**config.mk**
```make
export PLATFORM = sky130hd
export DESIGN_NAME = ext_irq_gateway_flat
export DESIGN_NICKNAME = d
export VERILOG_FILES = /design/src/rtl/ext_irq_gateway_if.sv /design/src/rtl/ext_irq_gateway.sv /design/src/flat_wrapper.sv
export SDC_FILE = /design/constraint.sdc
export NUM_CORES = 1
export LEC_CHECK = 0
export CAP_MARGIN = 15
export CELL_PAD_IN_SITES_DETAIL_PLACEMENT = 0
export CELL_PAD_IN_SITES_GLOBAL_PLACEMENT = 1
export CORE_UTILIZATION = 32
export CTS_CLUSTER_DIAMETER = 60
export DETAILED_ROUTE_END_ITERATION = 10
export PLACE_DENSITY_LB_ADDON = 0.2
export SKIP_CTS_REPAIR_TIMING = 1
export SYNTH_ARGS = -nofsm -noshare
export SYNTH_HDL_FRONTEND = slang
export SYNTH_SLANG_ARGS = --single-unit
```
**constraint.sdc**
```tcl
create_clock -name clk -period 1.85 [get_ports clk]
set_input_delay 0.4625 -clock clk [delete_from_list [all_inputs] [get_ports clk]]
set_output_delay 0.4625 -clock clk [all_outputs]
set_load 0.02 [all_outputs]
```
**src/rtl/ext_irq_gateway_if.sv**
```systemverilog
// Register-port bundle between software (master) and the interrupt gateway (slave).
// Valid/ready handshake: one request cycle, one ready pulse carrying read data.
interface ext_irq_gateway_if #(
  parameter int XLEN   = 32,
  parameter int ADDR_W = 12
);
  logic              gw_i_valid;
  logic              gw_i_wr;
  logic              gw_i_rd;
  logic [ADDR_W-1:0] gw_i_addr;
  logic [XLEN-1:0]   gw_i_wdata;
  logic [XLEN-1:0]   gw_o_rdata;
  logic              gw_o_ready;

  modport master (
    output gw_i_valid, gw_i_wr, gw_i_rd, gw_i_addr, gw_i_wdata,
    input  gw_o_rdata, gw_o_ready
  );

  modport slave (
    input  gw_i_valid, gw_i_wr, gw_i_rd, gw_i_addr, gw_i_wdata,
    output gw_o_rdata, gw_o_ready
  );
endinterface

```
**src/rtl/ext_irq_gateway.sv**
```systemverilog
// External interrupt gateway: synchronises SRC_NUM raw lines, latches them as level or edge,
// masks them and arbitrates a fixed-priority claim/complete protocol over a register port.
module ext_irq_gateway #(
  parameter int SRC_NUM = 8,
  parameter int XLEN    = 32,
  parameter int ADDR_W  = 12
) (
  input  logic               clk,
  input  logic               rst,
  input  logic [SRC_NUM-1:0] gw_i_irq_src,
  ext_irq_gateway_if.slave   bus,
  output logic               gw_o_external_interrupt
);

  localparam int ID_W = $clog2(SRC_NUM + 1);

  localparam logic [ADDR_W-3:0] W_PENDING   = (ADDR_W-2)'(0);
  localparam logic [ADDR_W-3:0] W_ENABLE    = (ADDR_W-2)'(1);
  localparam logic [ADDR_W-3:0] W_EDGE_SEL  = (ADDR_W-2)'(2);
  localparam logic [ADDR_W-3:0] W_INSERVICE = (ADDR_W-2)'(3);
  localparam logic [ADDR_W-3:0] W_CLAIM     = (ADDR_W-2)'(4);

  typedef enum logic {IDLE, RESP} state_t;

  state_t state_reg, state_next;

  logic [SRC_NUM-1:0] s1_reg, s2_reg, s3_reg;
  logic [SRC_NUM-1:0] pending_reg, pending_next;
  logic [SRC_NUM-1:0] enable_reg, enable_next;
  logic [SRC_NUM-1:0] edge_sel_reg, edge_sel_next;
  logic [SRC_NUM-1:0] inservice_reg, inservice_next;
  logic [SRC_NUM-1:0] claimable, set_mask, claim_mask, complete_mask;
  logic [XLEN-1:0]    rdata_reg, rdata_next, rd_value;
  logic               irq_reg;
  logic [ID_W-1:0]    claim_id;
  logic [ADDR_W-3:0]  word_addr;
  logic               access, do_wr, do_rd, sel_claim;
  logic [1:0]         unused_addr_bits;

  assign word_addr        = bus.gw_i_addr[ADDR_W-1:2];
  assign unused_addr_bits = bus.gw_i_addr[1:0];
  assign access           = (state_reg == IDLE) && bus.gw_i_valid;
  // A request with both strobes set is a write.
  assign do_wr            = access && bus.gw_i_wr;
  assign do_rd            = access && bus.gw_i_rd && !bus.gw_i_wr;
  assign sel_claim        = (word_addr == W_CLAIM);
  assign claimable        = pending_reg & enable_reg & ~inservice_reg;

  // Lowest index wins, so scan from the top down.
  always_comb begin
    claim_id = '0;
    for (int i = SRC_NUM - 1; i >= 0; i--) begin
      if (claimable[i]) claim_id = ID_W'(i + 1);
    end
  end

  generate
    for (genvar gi = 0; gi < SRC_NUM; gi++) begin : g_src
      assign set_mask[gi] = edge_sel_reg[gi]
                          ? (s2_reg[gi] & ~s3_reg[gi])
                          : (s2_reg[gi] & ~inservice_reg[gi] & ~pending_reg[gi]);
      assign claim_mask[gi]    = do_rd && sel_claim && (claim_id == ID_W'(gi + 1));
      assign complete_mask[gi] = do_wr && sel_claim && inservice_reg[gi]
                               && (bus.gw_i_wdata == XLEN'(gi + 1));
    end
  endgenerate

  // New set is ORed after the claim clear so a coincident edge is never lost.
  always_comb begin
    pending_next   = (pending_reg & ~claim_mask) | set_mask;
    inservice_next = (inservice_reg & ~complete_mask) | claim_mask;
    enable_next    = enable_reg;
    edge_sel_next  = edge_sel_reg;
    if (do_wr && word_addr == W_ENABLE)   enable_next   = bus.gw_i_wdata[SRC_NUM-1:0];
    if (do_wr && word_addr == W_EDGE_SEL) edge_sel_next = bus.gw_i_wdata[SRC_NUM-1:0];
  end

  always_comb begin
    rd_value = '0;
    case (word_addr)
      W_PENDING:   rd_value = XLEN'(pending_reg);
      W_ENABLE:    rd_value = XLEN'(enable_reg);
      W_EDGE_SEL:  rd_value = XLEN'(edge_sel_reg);
      W_INSERVICE: rd_value = XLEN'(inservice_reg);
      W_CLAIM:     rd_value = XLEN'(claim_id);
      default:     rd_value = '0;
    endcase
    rdata_next = do_rd ? rd_value : '0;
  end

  always_ff @(posedge clk) begin
    if (rst) begin
      s1_reg        <= '0;
      s2_reg        <= '0;
      s3_reg        <= '0;
      pending_reg   <= '0;
      enable_reg    <= '0;
      edge_sel_reg  <= '0;
      inservice_reg <= '0;
      rdata_reg     <= '0;
      irq_reg       <= 1'b0;
    end else begin
      s1_reg        <= gw_i_irq_src;
      s2_reg        <= s1_reg;
      s3_reg        <= s2_reg;
      pending_reg   <= pending_next;
      enable_reg    <= enable_next;
      edge_sel_reg  <= edge_sel_next;
      inservice_reg <= inservice_next;
      rdata_reg     <= rdata_next;
      irq_reg       <= |claimable;
    end
  end

  assign gw_o_external_interrupt = irq_reg;

  always_ff @(posedge clk) begin
    if (rst) state_reg <= IDLE;
    else     state_reg <= state_next;
  end

  always_comb begin
    state_next = state_reg;
    case (state_reg)
      IDLE:    if (bus.gw_i_valid) state_next = RESP;
      RESP:    state_next = IDLE;
      default: state_next = IDLE;
    endcase
  end

  // Reset landing in the response cycle suppresses the ready pulse.
  always_comb begin
    bus.gw_o_ready = (state_reg == RESP) && !rst;
    bus.gw_o_rdata = bus.gw_o_ready ? rdata_reg : '0;
  end

endmodule

```
**src/flat_wrapper.sv**
```systemverilog
// flat-port wrapper written by rule: the top's interface ports become plain ports
module ext_irq_gateway_flat 
#(
  parameter int SRC_NUM = 8,
  parameter int XLEN    = 32,
  parameter int ADDR_W  = 12
)
  (clk, rst, gw_i_irq_src, gw_o_external_interrupt, bus_gw_i_valid, bus_gw_i_wr, bus_gw_i_rd, bus_gw_i_addr, bus_gw_i_wdata, bus_gw_o_rdata, bus_gw_o_ready);
  ext_irq_gateway_if #(.XLEN(XLEN), .ADDR_W(ADDR_W)) bus_i ();
  input  logic clk;
  input  logic rst;
  input  logic [SRC_NUM-1:0] gw_i_irq_src;
  output logic gw_o_external_interrupt;
  input wire logic [$bits(bus_i.gw_i_valid)-1:0] bus_gw_i_valid;
  input wire logic [$bits(bus_i.gw_i_wr)-1:0] bus_gw_i_wr;
  input wire logic [$bits(bus_i.gw_i_rd)-1:0] bus_gw_i_rd;
  input wire logic [$bits(bus_i.gw_i_addr)-1:0] bus_gw_i_addr;
  input wire logic [$bits(bus_i.gw_i_wdata)-1:0] bus_gw_i_wdata;
  output wire logic [$bits(bus_i.gw_o_rdata)-1:0] bus_gw_o_rdata;
  output wire logic [$bits(bus_i.gw_o_ready)-1:0] bus_gw_o_ready;
  assign bus_i.gw_i_valid = bus_gw_i_valid;
  assign bus_i.gw_i_wr = bus_gw_i_wr;
  assign bus_i.gw_i_rd = bus_gw_i_rd;
  assign bus_i.gw_i_addr = bus_gw_i_addr;
  assign bus_i.gw_i_wdata = bus_gw_i_wdata;
  assign bus_gw_o_rdata = bus_i.gw_o_rdata;
  assign bus_gw_o_ready = bus_i.gw_o_ready;
  ext_irq_gateway #(.SRC_NUM(SRC_NUM), .XLEN(XLEN), .ADDR_W(ADDR_W)) u_core (.clk(clk), .rst(rst), .gw_i_irq_src(gw_i_irq_src), .bus(bus_i), .gw_o_external_interrupt(gw_o_external_interrupt));
endmodule
```
==> summary by stage <==
Logic synthesis
Sequential elements use 43.7% of the synthesized area. After synthesis the cells add up to 0.00302 sq mm. Counting distinct cell types in the post-synthesis netlist gives 43. In this run the biggest area consumer among cell types represents 43.7% of the synthesized area. The flip-flop and latch count after synthesis is 66.

The synthesized area divided by synthesized cell count is 9.56 sq um. The number of enable flip-flop cells after synthesis is 0. The number of warnings reported in the yosys synthesis log is 0.

Among all flip-flop cells after synthesis, the most frequent one is sky130_fd_sc_hd__dfxtp_1. After technology mapping, the gate count stands at 316. The share of flip-flops with an asynchronous set or reset after synthesis is 0%.

Yosys attributes the largest share of cell area to sky130_fd_sc_hd__dfxtp_1, sky130_fd_sc_hd__nor2b_1, sky130_fd_sc_hd__buf_4. sky130_fd_sc_hd__dfxtp_1 takes more of the synthesized area than any other cell.

GRT
Entering global routing, the biggest net connects 54 pins. The global router's overall resource usage is 16.6%. The first global-routing pass estimated 12.4 mm of wire.

Global routing finished with a remaining overflow of 0. The number of global-route vias before repair was 2438. The initial antenna violation count came to 0.

Clock network
At the later pin of the worst-skew pair, clock insertion delay measures 0.34 ns. After clock tree synthesis, the clock-pin slew on the worst setup and hold paths is 0.06 ns. The maximum number of buffers from clock root to sink is 2. CTS saw 66 sinks.

The TritonCTS clock tree is yes. The number of CTS-inserted buffers is 9. The H-tree was split into 3 levels. The root buffer selected by CTS is sky130_fd_sc_hd__clkbuf_8.

STA
For this run, the top clock speed supported by timing is 568 MHz. The worst max-slew margin expressed relative to the limit is 62.1%. Subtracting the final worst setup slack from the clock period gives 1.76 ns. The setup slack of the critical path after layout is 0.0889 ns. The part of the cycle the worst path needs is 95.2%. For the pin with the worst max-slew slack, the measured transition is 0.568 ns. Setup repair after global routing left no endpoint under its margin.

The clock skew after layout is 0.00757 ns. The number of hold violations in the final report was 0. The final number of setup-violating endpoints is 0. The count of final max-slew check failures came to 0.

Drt
The total wire length after detailed routing is 7.86 mm. Dividing the detail-routed wire length by the instance count gives 14.9 um. The first TritonRoute pass finished after 4 iterations. Across all layers, the routed design uses 2563 vias. After the first detailed-routing iteration, the DRC count stood at 115. In the routed layout, each cell is associated on average with a via count of 4.85. The number of remaining DRC errors is 0. The remaining number of nets flagged by the antenna check after routing is 0.

Floorplanning
The floorplan has 35 rows. In this run the standard cell core region covers 0.00920 sq mm. The die covers 0.00984 sq mm. The initial standard-cell utilization of the core is 32.9%. 91 I/O pins were placed. The height of the die is 99.2 um. In this run the horizontal extent of the chip is 99.2 um.

Power and ir drop
The cell leakage power is 2.05 nW. IR analysis of the VDD net gives a maximum drop of 0.316 mV. The total chip power is 2.95 mW. The power density over the cells is 693 mW/mm^2.

Finish
After the last flow step, the layout net total stands at 470. In the final layout, the share of cells above drive strength 1 is 21.1%. 0 antenna diodes ended up in the layout. Relative to the synthesized area, the layout overhead comes to 40.6%.

Worst setup path
The arrival time at the worst endpoint is 1.99 ns. The critical path is of the in -> reg type. The worst endpoint required time is 2.08 ns. The endpoint type of the worst setup path is a register. The critical path launch point type is an input pin. The maximum fanout along the worst path is 7.

Outcome
The flow ran to the end, and the final reports show no timing, DRC or antenna violations.

Place
The HPWL after detailed placement is 5.83 mm. The number of I/O port buffers is 64. The weighted congestion at the end of routability-driven global placement is 0.824. Prior to clock tree synthesis, the placed netlist has a worst setup slack of -0.738 ns.

Worst hold path
The class of the tightest hold or removal check is reg -> reg.

Job
The number of maximum-capacitance constraint violations is 0.
==> layer usage <==
layer	GRT usage [%]	up-vias	wire, um
met5	0	-	0
met1	21.4	1208	3690
met2	26.9	76	3660
li1	-	1269	-
met4	7.13	0	118
met3	3.65	10	392
==> layout by cell type, fill, tap and decap left out, types with 12 or more instances in the layout <==
cell,n
sky130_fd_sc_hd__nor2_1,23
sky130_fd_sc_hd__mux2i_1,16
sky130_fd_sc_hd__buf_4,34
sky130_fd_sc_hd__nor2b_1,36
sky130_fd_sc_hd__conb_1,24
sky130_fd_sc_hd__a21oi_1,12
sky130_fd_sc_hd__clkdlybuf4s50_1,14
sky130_fd_sc_hd__nand2_1,12
sky130_fd_sc_hd__dfxtp_1,66
sky130_fd_sc_hd__dlymetal6s2s_1,38
==> per-stage QoR <==
stage | instances | TNS (ns) | hold WS, ns | cell area, sq um | util (%)
floorplan | 339 | -0.349 | 0.414 | 3160 | -
global placement | 511 | -23.19 | 0.421 | 3940 | 42.9
detailed placement | 511 | -23.11 | 0.423 | 3940 | 42.9
CTS | 526 | -10.58 | 0.438 | 4130 | 44.9
global route | 528 | 0 | 0.460 | 4250 | 46.2
finish | 528 | 0 | 0.436 | 4250 | 46.2
==> cell usage after synthesis, drive strengths merged (3+ instances only) <==
cell,n
dfxtp,66
nor2b,36
buf,27
nor2,23
mux2i,16
a21oi,12
nand2,12
o21ai,11
clkbuf,10
nand3b,10
nor3,10
and2,9
nor4,9
mux4,8
nand4,6
nand2b,5
nand3,5
o21a,5
inv,4
o31ai,4
a32o,3
==> critical path, stage by stage <==
cell	delay, ns
sky130_fd_sc_hd__clkdlybuf4s50_1	0.45
sky130_fd_sc_hd__and4bb_2	0.25
sky130_fd_sc_hd__nand3_2	0.11
sky130_fd_sc_hd__nor4_4	0.16
sky130_fd_sc_hd__buf_6	0.16
sky130_fd_sc_hd__nand3_1	0.12
sky130_fd_sc_hd__a31o_2	0.27
==> area by class of cell <==
class / instances / area, sq um
Fill cell: 927 / 4950
Multi-Input combinational cell: 232 / 1630
Sequential cell: 66 / 1320
Timing Repair Buffer: 100 / 960
Clock buffer: 12 / 145
Tap cell: 111 / 139
Clock inverter: 3 / 40.0
Inverter: 4 / 15.0
==> final timing paths <==
check                         startpoint                                  to  slack [ns]  cells after the start
max                          bus_gw_i_rd    u_core.pending_reg[3]$_SDFF_PP0_        0.09                      7
min          u_core.s1_reg[6]$_SDFF_PP0_         u_core.s2_reg[6]$_SDFF_PP0_        0.44                      1
max reg2reg  u_core.state_reg$_SDFF_PP0_  u_core.inservice_reg[0]$_SDFF_PP0_        0.10                      5
min reg2reg  u_core.s1_reg[6]$_SDFF_PP0_         u_core.s2_reg[6]$_SDFF_PP0_        0.44                      1
==> report_power, final <==
part / internal (mW) / switching, mW
Clock: 0.649 / 0.517
Sequential: 1.45 / 0.0155
Combinational: 0.161 / 0.152
==> kinds of logic after synthesis <==
group / Yosys count / share of synthesized area (%)
AOI/OAI and AO/OA: 46 / 10.1
and+or+nand+nor: 138 / 26.6
muxes: 24 / 11.3
buffers and inverters: 41 / 8.16
DFF: 66 / 43.7
other: 1 / 0.124
Power figures use the tool's default switching activity.
